`src/rtl/cam_capture_writer.sv`:
```
// Camera byte stream to frame-buffer writer: pairs bytes into RGB444 pixels,
// optionally decimates 2:1 in both directions and emits capped write addresses.
module cam_capture_writer #(
    parameter int H_IN         = 640,
    parameter int DECIMATE     = 1,
    parameter int FRAME_PIXELS = 76800,
    parameter int ADDR_W       = 17
) (
    input  logic              CLK25,
    input  logic              rst_n,
    input  logic              cam_vsync,
    input  logic              cam_href,
    input  logic [7:0]        cam_data,
    input  logic              byte_valid,
    output logic [ADDR_W-1:0] wr_addr,
    output logic [11:0]       wr_data,
    output logic              wr_en,
    output logic              frame_done,
    output logic              overflow,
    output logic              busy
);
    localparam int COL_W  = $clog2(H_IN);
    localparam int LINE_W = 9;
    localparam logic [ADDR_W-1:0] ADDR_CAP = ADDR_W'(FRAME_PIXELS);

    typedef enum logic {
        WAIT_SYNC = 1'b0,
        CAPTURE   = 1'b1
    } state_t;

    state_t             state;
    logic               vsync_d;
    logic               href_d;
    logic               phase;
    logic [3:0]         red;
    logic [COL_W-1:0]   col_cnt;
    logic [LINE_W-1:0]  line_cnt;

    logic vsync_fall;
    logic vsync_rise;
    logic href_fall;
    logic byte_acc;
    logic keep;

    always_comb begin
        vsync_fall = vsync_d & ~cam_vsync;
        vsync_rise = ~vsync_d & cam_vsync;
        href_fall  = href_d & ~cam_href;
        byte_acc   = byte_valid & cam_href;
        keep       = (DECIMATE == 0) || (!col_cnt[0] && !line_cnt[0]);
    end

    always_ff @(posedge CLK25 or negedge rst_n) begin
        if (!rst_n) begin
            state      <= WAIT_SYNC;
            vsync_d    <= 1'b0;
            href_d     <= 1'b0;
            phase      <= 1'b0;
            red        <= 4'd0;
            col_cnt    <= '0;
            line_cnt   <= '0;
            wr_addr    <= '0;
            wr_data    <= 12'd0;
            wr_en      <= 1'b0;
            frame_done <= 1'b0;
            overflow   <= 1'b0;
            busy       <= 1'b0;
        end else begin
            vsync_d    <= cam_vsync;
            href_d     <= cam_href;
            wr_en      <= 1'b0;
            frame_done <= 1'b0;

            // Address advances the cycle after each write; a write only
            // happens below ADDR_CAP, so this never passes the cap.
            if (wr_en) begin
                wr_addr <= wr_addr + ADDR_W'(1);
            end

            if (vsync_fall) begin
                state    <= CAPTURE;
                busy     <= 1'b1;
                wr_addr  <= '0;
                col_cnt  <= '0;
                line_cnt <= '0;
                phase    <= 1'b0;
                overflow <= 1'b0;
            end else if (state == CAPTURE) begin
                if (vsync_rise) begin
                    state      <= WAIT_SYNC;
                    busy       <= 1'b0;
                    frame_done <= 1'b1;
                end else if (href_fall) begin
                    // An odd trailing byte is discarded with the line.
                    phase   <= 1'b0;
                    col_cnt <= '0;
                    if (col_cnt != '0 && !(&line_cnt)) begin
                        line_cnt <= line_cnt + LINE_W'(1);
                    end
                end else if (byte_acc) begin
                    if (!phase) begin
                        red   <= cam_data[3:0];
                        phase <= 1'b1;
                    end else begin
                        phase <= 1'b0;
                        if (!(&col_cnt)) begin
                            col_cnt <= col_cnt + COL_W'(1);
                        end
                        if (keep) begin
                            if (wr_addr < ADDR_CAP) begin
                                wr_en   <= 1'b1;
                                wr_data <= {red, cam_data};
                            end else begin
                                overflow <= 1'b1;
                            end
                        end
                    end
                end
            end
        end
    end

endmodule

```
`config.mk`:
```
export PLATFORM = sky130hd
export DESIGN_NAME = cam_capture_writer
export DESIGN_NICKNAME = d
export VERILOG_FILES = /design/src/rtl/cam_capture_writer.sv
export SDC_FILE = /design/constraint.sdc
export NUM_CORES = 1
export LEC_CHECK = 0
export ABC_AREA = 0
export CORE_MARGIN = 5
export CORE_UTILIZATION = 45
export CTS_CLUSTER_SIZE = 28
export DETAILED_ROUTE_END_ITERATION = 12
export PLACE_DENSITY = 0.68
export RECOVER_POWER = 50
export SYNTH_ARGS = -nofsm -noshare
export SYNTH_HDL_FRONTEND = slang
export SYNTH_SLANG_ARGS = --single-unit
```
`constraint.sdc`:
```
create_clock -name CLK25 -period 2.83 [get_ports CLK25]
set_input_delay 0.849 -clock CLK25 [delete_from_list [all_inputs] [get_ports CLK25]]
set_output_delay 0.849 -clock CLK25 [all_outputs]
set_load 0.05 [all_outputs]
```
# Word-level counts from Yosys, hierarchy flattened
# Cells that the tools add are included.
[word_totals] regBits=60 input_bits=13 out_inout_bits=33
[classes] addsub=3 order_cmp=1 n_eq_ne=4 muxes=45 bitwise=11 reduce_logical=25
[op_table] op="$mux W10" count=7
[op_table] op="$mux W9" count=5
[op_table] op="$mux W17" count=2
[op_table] op="$mux W1" count=31
[op_table] op="$add A17 B1 Y17 const B" count=1
[op_table] op="$lt A17 B17 Y1 const B" count=1
[op_table] op="$reduce_bool A2 Y1" count=8
[op_table] op="$add A10 B1 Y10 const B" count=1
[op_table] op="$reduce_and A10 Y1" count=1
[op_table] op="$reduce_bool A10 Y1" count=1
[op_table] op="$add A9 B1 Y9 const B" count=1
[op_table] op="$reduce_and A9 Y1" count=1
[op_table] op="$reduce_and A8 Y1" count=1
[op_table] op="$not A1 Y1" count=7
[op_table] op="$reduce_and A7 Y1" count=1
[op_table] op="$ne A2 B2 Y1 const B" count=3
[op_table] op="$reduce_and A6 Y1" count=1
[op_table] op="$reduce_bool A3 Y1" count=2
[op_table] op="$reduce_and A5 Y1" count=1
[op_table] op="$and A1 B1 Y1" count=4
[op_table] op="$reduce_and A4 Y1" count=1
[op_table] op="$logic_not A1 Y1" count=3
[op_table] op="$ne A3 B3 Y1 const B" count=1
[op_table] op="$reduce_and A3 Y1" count=1
[op_table] op="2 further kinds" count=3

# Longest topological paths before layout
# Gate-level depths: netlist (run 1).
[depth] word_depth=9 ltp_mapped=9 mapped_depth_nobuf=9

# Worst setup path before layout (run 1)
# No wires, ideal clock.
[synth_path] path_type="input to register" startpoint="input port cam_vsync" endpoint="register wr_data[2]" t_arrival_ns=2.235 required_time_ns=2.705 setup_slack_ns=0.471 path_stages=8 path_buffers=2 path_cell_list="inv_1 ha_1 buf_4 inv_2 nand2_1 nor3_1 buf_4 mux2_2"
[synth_between] elab_chain_len=4
[synth_lines] element="from (decl)" line="11" source="input logic cam_vsync,"
[synth_lines] element="$not A1 Y1" line="46" source="vsync_fall = vsync_d & ~cam_vsync;"
[synth_lines] element="$and A1 B1 Y1" line="46"
[synth_lines] element="named net vsync_fall" line="39" source="logic vsync_fall;"
[synth_lines] element="$not A1 Y1 (no source line)"
[synth_lines] element="$reduce_and A8 Y1 (no source line)"
[synth_lines] element="to (signal assigned)" line="112" source="wr_data <= {red, cam_data};"
[synth_lines] element="to (decl)" line="16" source="output logic [11:0] wr_data,"
# The timed path passes the listed nets, and every way through them passes these cells.
# A chain may end at the register's enable or synchronous reset.

# Worst setup path in the final report (run 1)
[layout_path] startpoint="input port cam_vsync" endpoint="register col_cnt[7]"
[layout_between] elab_chain_len=4
[layout_lines] element="$not A1 Y1" line="46"
[layout_lines] element="$and A1 B1 Y1" line="46"
[layout_lines] element="$ne A3 B3 Y1 (no source line) (tied with other cells)"
[layout_lines] element="$reduce_and A5 Y1 (no source line)"
[layout_lines] element="to (signal assigned)" line="107" source="col_cnt <= col_cnt + COL_W'(1);"
[layout_lines] element="to (decl)" line="36" source="logic [COL_W-1:0] col_cnt;"
# Parallel ways exist; a longest one is shown, timed or not.

==> results of run 1 <==
==> where the power goes <==
part           internal (mW)  leakage, nW  switching [mW]
Clock                  0.500        0.110           0.360
Sequential             0.984        0.810          0.0949
Combinational          0.273        0.722           0.422
==> cell type report <==
| type | count | area share, % |
|---|---|---|
| Clock inverter | 7 | 2.659 |
| Sequential cell | 60 | 40.39 |
| Inverter | 9 | 0.9088 |
| Tap cell | 77 | 2.592 |
| Multi-Input combinational cell | 196 | 34.84 |
| Clock buffer | 9 | 3.332 |
| Timing Repair Buffer | 63 | 15.28 |
==> metrics by stage <==
stage | instances | TNS [ns] | utilization, % | hold slack (ns) | setup slack [ns]
floorplan | 271 | 0 | - | 0.4619 | 0.4705
global placement | 405 | -0.06792 | 55.87 | 0.4864 | -0.03480
detailed placement | 405 | -0.3681 | 55.87 | 0.4905 | -0.08340
CTS | 421 | 0 | 59.42 | 0.4853 | 0.2801
global route | 421 | 0 | 59.22 | 0.5204 | 0.1196
finish | 421 | 0 | 59.22 | 0.4994 | 0.2685
==> placed cells by master, fill, tap and decap left out, drive strengths merged, types with 3 or more instances in the layout <==
| cell | n |
|---|---|
| nand3 | 9 |
| a21oi | 8 |
| buf | 15 |
| ha | 7 |
| nor3 | 4 |
| clkinv | 3 |
| xnor2 | 7 |
| nor4 | 4 |
| o21ai | 18 |
| clkdlybuf4s50 | 43 |
| nor2 | 32 |
| dfrtp | 60 |
| xor2 | 9 |
| mux2 | 16 |
| o31ai | 5 |
| nand4 | 8 |
| nand2 | 22 |
| or4 | 3 |
| clkbuf | 13 |
| and3 | 12 |
| or3 | 4 |
| nand2b | 3 |
| inv | 10 |
==> sequential cells by signal (all words and copies together), names as in the netlist <==
register	cells
red	4
wr_addr	17
vsync_d	1
overflow	1
col_cnt	10
href_d	1
wr_data	12
line_cnt	9
wr_en	1
state	1
phase	1
frame_done	1
busy	1
==> worst paths after layout <==
kind	cells after the start	start	endpoint	slack [ns]
worst min register to register	2	overflow	overflow	0.50
worst max-delay path	7	cam_vsync	col_cnt[7]	0.27
min in group asynchronous	1	rst_n	wr_data[7]	0.75
worst min-delay path	2	overflow	overflow	0.50
max in group asynchronous	2	rst_n	col_cnt[7]	0.66
worst max register to register	9	line_cnt[1]	line_cnt[7]	0.35
==> layer usage <==
layer	global-route usage, %	wire length, µm
met4	8.690	136
met3	3.339	243
met2	25.67	2976
met1	22.55	2883
met5	0	0
==> Yosys cell counts, types with 2 or more instances <==
cell,instances,share of area [%]
nor4_1,4,0.87
xnor2_1,7,2.1
a22o_1,2,0.61
or3_1,4,0.87
a21oi_1,8,1.4
nand4_1,8,1.7
clkbuf_1,2,0.26
mux2_2,16,6.3
nand3_1,9,1.6
and2_1,2,0.44
buf_4,3,0.79
dfrtp_1,60,52
xor2_1,9,2.8
and3_1,12,2.6
inv_1,8,1.0
nor4b_1,2,0.61
nor3_1,4,0.70
nor2_1,32,4.2
nand2b_1,3,0.66
nand2_1,22,2.9
o21ai_0,17,3.0
or4_1,3,0.79
ha_1,7,3.1
o31ai_1,5,1.3
==> cells by family (layout without fill, tap and decap cells) <==
family / count (synthesis) / in the layout / share of synthesized area, %
AND/OR/NAND/NOR: 113 / 113 / 20.30
flip-flops: 60 / 60 / 52.49
AO/OA/AOI/OAI: 43 / 43 / 10.19
multiplexers: 17 / 17 / 6.649
XOR/XNOR: 16 / 16 / 4.900
buffers and inverters: 15 / 88 / 2.406
adder cells (fa/ha/maj): 7 / 7 / 3.062
==> worst max-delay path, stage by stage <==
cell and delay, ns:
clkdlybuf4s50_1 0.44, ha_1 0.27, and4bb_1 0.35, a211oi_4 0.05
a31o_4 0.24, or4_1 0.46, a21oi_1 0.15
==> flow_summary.toml, run 1 <==
[finish]
final_area_mm2 = 0.003717
final-seq-area_mm2 = 0.001501
area_delta_synth_final_pct = 29.97
num-fill-cells = 569
drive_gt1_share_pct = 15.12
multiInputGateArea_mm2 = 0.001295
fin_nets = 359
diodes = 0

[yosys]
synth_edf_count = 0
ys_types = 46
yosysWarnings = 0
syn_inst = 271
ys_seq_area_share_pct = 52.49
synth_seq_cells = 60
synthFlopType = "dfrtp_1"
synth_area_mm2 = 0.002860
syn_avg_cell_area_um2 = 10.55
postSynth.asyncResetShare_pct = 100.0
syn-num-nets = 291

[worst_setup_path]
crit_fanout = 9
cp-end-kind = "flip-flop"
critPathArrivalTime_ns = 2.82
critPathLaunchType = "input pin"
critPathKind = "input pin to flip-flop"
required_ns = 3.09

[global_route]
grt_max_degree = 26
first_global_vias = 2242
grt_use_total_pct = 16.79
antenna_found_initial = 0
grt_overflow = 0
grt_pass1_wl_um = 11070

[drt]
wirelength_um = 6241
first_pass_iters = 6
vias_per_cell = 5.333
drc = 0
ant_nets = 0
wire_per_inst_um = 14.82
num_vias = 2245
drt_iter0_markers = 99

[pwr]
leakagePower_nw = 1.642
vdd_drop_max_v = 0.0005277
total_power_mw = 2.634
p_per_area_mw_per_mm2 = 708.5

[placed_design]
dpl-instance-area_mm2 = 0.003507
port-buffer-count = 45
gp_congestion = 0.8919
dp_hpwl_um = 4575

[sta]
rsz0062_at_grt = "no"
relSlewSlack_pct = 18.66
drv_slew = 0
hold_viol = 0
fin_skew_ns = 0.01183
fin_crit_ns = 2.561
setup-violations-final = 0
min_period_over_period_pct = 90.51
worstMarginPinSlew_ns = 1.220
clock.fmax_ghz = 0.3904

[clock_network]
cts_buffer_depth = 2
cts_resized = 0
root_buffer = "clkbuf_8"
cts_tree = "done"
numCtsBuffers = 9
clkTransAtPathRegs_ns = 0.07
clock_latency_ns = 0.34
cts-htree-levels = 3
post_cts_buffers = 0
clock_sinks = 60
cts_hold_buf = 0

[hold_path]
hold_path.class = "flip-flop to flip-flop"

[floorplanning]
placement_rows = 29
ios = 46
die_w_um = 89.73
die_height_um = 89.73
start_util_pct = 45.57
coreArea_mm2 = 0.006277
die_area_mm2 = 0.008051

[job]
cap_violations = 0

[status]
status = "finished, final reports clean"
(Power assumes the default switching activity.)
==> inputs of run 2 (changes only) <==
--- a/config.mk
+++ b/config.mk
@@ -12,6 +12,7 @@
 export DETAILED_ROUTE_END_ITERATION = 12
 export PLACE_DENSITY = 0.68
 export RECOVER_POWER = 50
+export SLEW_MARGIN = 0
 export SYNTH_ARGS = -nofsm -noshare
 export SYNTH_HDL_FRONTEND = slang
 export SYNTH_SLANG_ARGS = --single-unit
==> results of run 2 <==
No change in the layout: final DEF, timing and power equal those of run 1.
